[config.mk]
export PLATFORM = sky130hd
export DESIGN_NAME = pipe_stage_elastic
export DESIGN_NICKNAME = d
export VERILOG_FILES = /design/src/rtl/pipe_stage_elastic.sv
export SDC_FILE = /design/constraint.sdc
export NUM_CORES = 1
export LEC_CHECK = 0
export ABC_AREA = 1
export BUFFER_PORTS_ARGS = -buffer_cell sky130_fd_sc_hd__buf_2
export CAP_MARGIN = 20
export CORE_ASPECT_RATIO = 0.8
export CORE_MARGIN = 2
export CORE_UTILIZATION = 40
export DETAILED_ROUTE_END_ITERATION = 8
export GPL_TIMING_DRIVEN = 0
export SETUP_SLACK_MARGIN = 0.2
export SYNTH_ARGS = -nofsm -noshare
export SYNTH_HDL_FRONTEND = slang
export SYNTH_SLANG_ARGS = --single-unit
[constraint.sdc]
create_clock -name clk -period 1.84 [get_ports clk]
set_clock_uncertainty 0.15 [all_clocks]
set_input_delay 0.184 -clock clk [delete_from_list [all_inputs] [get_ports clk]]
set_output_delay 0.184 -clock clk [all_outputs]
set_load 0.1 [all_outputs]
[src/rtl/pipe_stage_elastic.sv]
// pipe_stage_elastic: elastic valid/ready pipeline stage with optional skid entry, flush and saturating stall counter
module pipe_stage_elastic #(
  parameter int WIDTH = 32,
  parameter int SKID = 1,
  parameter logic [WIDTH-1:0] BUBBLE = '0,
  parameter int CNT_W = 16
) (
  input  logic             clk,
  input  logic             rst,
  input  logic             flush,
  input  logic             in_valid,
  output logic             in_ready,
  input  logic [WIDTH-1:0] in_data,
  output logic             out_valid,
  input  logic             out_ready,
  output logic [WIDTH-1:0] out_data,
  output logic [1:0]       occupancy,
  output logic [CNT_W-1:0] stall_cnt
);
  typedef enum logic [1:0] {EMPTY = 2'd0, ONE = 2'd1, TWO = 2'd2} state_t;
  state_t state_q, state_d;
  logic [WIDTH-1:0] main_q, main_d, skid_q, skid_d;
  logic [CNT_W-1:0] cnt_q, cnt_d;
  logic acc, pop;
  assign out_valid = state_q != EMPTY;
  assign in_ready = SKID != 0 ? state_q != TWO : state_q == EMPTY || out_ready;
  assign out_data = main_q;
  assign occupancy = state_q;
  assign stall_cnt = cnt_q;
  assign acc = in_valid & in_ready;
  assign pop = out_valid & out_ready;
  always_comb begin
    state_d = flush ? EMPTY :
              state_q == EMPTY ? (acc ? ONE : EMPTY) :
              state_q == ONE ? (acc & ~pop ? TWO : ~acc & pop ? EMPTY : ONE) :
              (pop ? ONE : TWO);
    main_d = flush ? BUBBLE :
             (state_q == EMPTY || state_q == ONE && pop) && acc ? in_data :
             state_q == ONE && pop ? BUBBLE :
             state_q == TWO && pop ? skid_q : main_q;
    skid_d = flush ? BUBBLE :
             state_q == ONE && acc && !pop ? in_data :
             state_q == TWO && pop ? BUBBLE : skid_q;
    cnt_d = out_valid && !out_ready && !(&cnt_q) ? cnt_q + CNT_W'(1) : cnt_q;
  end
  always_ff @(posedge clk) begin
    if (rst) begin
      state_q <= EMPTY;
      main_q <= BUBBLE;
      skid_q <= BUBBLE;
      cnt_q <= '0;
    end else begin
      state_q <= state_d;
      main_q <= main_d;
      skid_q <= skid_d;
      cnt_q <= cnt_d;
    end
  end
endmodule

==> impl_metrics.toml <==
[power]
switchingPower_mw = 1.32
leakagePower_nw = 2.08
clock_power_share_pct = 38.5
pwr-share-comb_pct = 18.6
switching_share_pct = 31.1
internal-power_mw = 2.92
p_seq_share_pct = 42.9
powerDensity_nw_per_um2 = 804
peakVddDrop_mv = 0.551

[die]
core.rowCount = 31
start_util_pct = 41.1
coreArea_um2 = 9080
die_w_um = 112
boundaryPins = 89
dieArea_um2 = 10100
die_y_um = 90.4

[status]
outcome = "complete, no violations"

[final_layout]
regArea_um2 = 1710
synthToLayoutAreaGrowth_pct = 41.0
final_common_cell = "buf_2"
nFillCells = 880
layout_common_cells = "89 x buf_2, 81 x nand2_1, 77 x nand3_1"
num_antenna_cells = 0
multi_input_area_um2 = 1920
nNetsFinal = 683
layout-drive-gt1-share_pct = 28.5

[clock_tree]
cts_made_buffers = 9
clk_pin_slew_ns = 0.06
cts_max_level = 3
clk_latency_ns = 0.34
cts_tree = "done"
max-clock-path-buffers = 2
clockRootBuffer = "clkbuf_16"
cts_num_sinks = 82

[critical_path]
cp.required_ns = 1.95
arrival_ns = 1.76
r2r_cells = 7
crit_type = "register to register"
critPathLaunchType = "register"
rr_endpoint = "out_data[4]"
rr_startpoint = "occupancy[1]"
reg2reg_setup_slack_ns = 0.19
crit_fanout = 10
critPathCaptureType = "register"

[logic_synthesis]
yosysTopAreaCell = "dfxtp_1"
synthCells = 500
syn_avg_cell_area_um2 = 7.47
yosysTopAreaCellShare_pct = 44.0
synthTopCellsByArea = "dfxtp_1 44%, nand3_1 10%, nand2_1 8.7%"
yosysUniqueCellTypes = 29
ys_ff_latch = 82
synth_warnings = 0
seq_area_frac_synth_pct = 44.0
synthesis.area_um2 = 3730
syn-num-nets = 539

[global_route]
grt_pass1_vias = 3868
grt_usage_pct = 22.9
grt_pass1_wl_mm = 19.1
grt_max_degree = 14
grt_overflow = 0
antenna_found_initial = 0

[routing]
drt-initial-drc-count = 242
drc = 0
ant_nets = 0
vias = 4155
wl_per_cell_um = 15.6
wl_mm = 11.9
viasPerCell = 5.44
dr.pass1.iters = 4

[sta]
hold_viol_final = 0
relSlewSlack_pct = 63.9
holdWs_ns = 0.0644
setup_viol = 0
tightest_slew_ns = 0.541
timing.fmax_mhz = 606
slew_viol_final = 0
finalCritPeriodShare_pct = 89.7
rsz0062_at_grt = "yes"
layout_setup_ws_ns = 0.189
period_needed_ns = 1.65
finalSetupTns_ns = 0

[hold_path]
hold_depth = 4
min-delay-start = "rst"
hold_path.class = "input port to register"
hold_end = "stall_cnt[13]"

[place]
hpwl_mm = 7.75
place.gp.congestion = 0.794
io_buffers = 86
post-place-ws_ns = 0.0809

[job]
max_cap_violations = 0
-- worst max-delay path: stages (launching register included) --
cell and delay (ns):
dfxtp_4 0.34, buf_8 0.13, nor2_4 0.17, nand2_4 0.13, a21oi_4 0.26, buf_6 0.19, nand2_1 0.06, a31oi_1 0.14
-- Yosys cell counts --
cell type / count
nand2_1: 87
dfxtp_1: 82
nand3_1: 78
a21oi_1: 45
nand4_1: 38
a31oi_1: 32
o21ai_0: 27
clkbuf_1: 26
nor2_1: 21
inv_1: 16
buf_2: 8
o21ai_1: 8
buf_4: 4
xor2_1: 4
buf_1: 3
inv_2: 3
nor2_4: 3
ha_1: 2
nor3_1: 2
xnor2_1: 2
a21oi_4: 1
buf_6: 1
clkbuf_2: 1
nand2_2: 1
nand2_4: 1
nand3_4: 1
nor2_2: 1
nor3b_1: 1
or2_1: 1
-- kinds of logic after synthesis --
logic type	count (synthesis)	synth area share [%]
and+or+nand+nor	235	30.3
AOI/OAI and AO/OA	113	16.5
DFF	82	44.0
buffers and inverters	62	7.14
xor gates and xnor gates	6	1.41
adders and majority gates	2	0.670
-- how the worst max path moves through the flow --
stage | startpoint | endpoint | slack (ns) | cells past startpoint
2_1_floorplan | stall_cnt[0] | stall_cnt[14] | 0.13 | 9
3_3_place_gp | rst | out_data[17] | 0.10 | 7
3_5_place_dp | rst | out_data[19] | 0.08 | 7
4_1_cts | occupancy[1] | skid_q[29] | 0.19 | 6
5_1_grt | occupancy[1] | out_data[14] | 0.11 | 7
6_report | occupancy[1] | out_data[4] | 0.19 | 7
-- registers in the layout, indices dropped and copies added, names as in the netlist --
| signal | flops |
|---|---|
| out_data | 32 |
| skid_q | 32 |
| stall_cnt | 16 |
| occupancy | 2 |
-- area by class of cell --
cell class | instances | share of cell area, %
multi-input cells | 357 | 36.5
clock inverters | 6 | 0.618
well taps | 115 | 2.73
plain buffers | 43 | 5.11
inverters | 19 | 1.50
flip-flops and latches | 82 | 32.4
clock buffers | 10 | 4.35
repair buffers | 132 | 16.8
-- power by group through the flow --
stage | logic, mW | registers (mW) | clock network [mW]
floorplan | 0.240 | 2.12 | 0
global placement | 0.674 | 1.85 | 0
detailed placement | 0.679 | 1.85 | 0
CTS | 0.754 | 1.82 | 1.64
global route | 0.832 | 1.82 | 1.72
finish | 0.788 | 1.82 | 1.63
-- layer usage --
metal,up-vias,GRT usage [%],wire length [um]
met5,-,0,0
met4,0,5.89,178
met3,20,4.56,617
met2,118,36.2,5420
met1,1957,32.3,5690
li1,2060,-,-
-- what timing repair did --
item / 4_1_cts / 5_1_grt
endpoints found under the setup margin: 70 / 78
endpoints found under the hold margin: 62 / 0
hold buffers: 33 / 0
pin swaps: 6 / 2
gates resized for setup: 15 / 31
cloned: 0 / 3
setup buffers: 4 / 7
-- through the flow --
step	std cells	power (mW)	util, %	area [um2]
2_1_floorplan	500	2.36	-	3890
3_3_place_gp	701	2.53	49.2	4470
3_5_place_dp	701	2.53	49.2	4470
4_1_cts	754	4.21	56.6	5140
5_1_grt	764	4.37	58.0	5270
6_report	764	4.23	58.0	5270
Power figures use the tool's default switching activity.
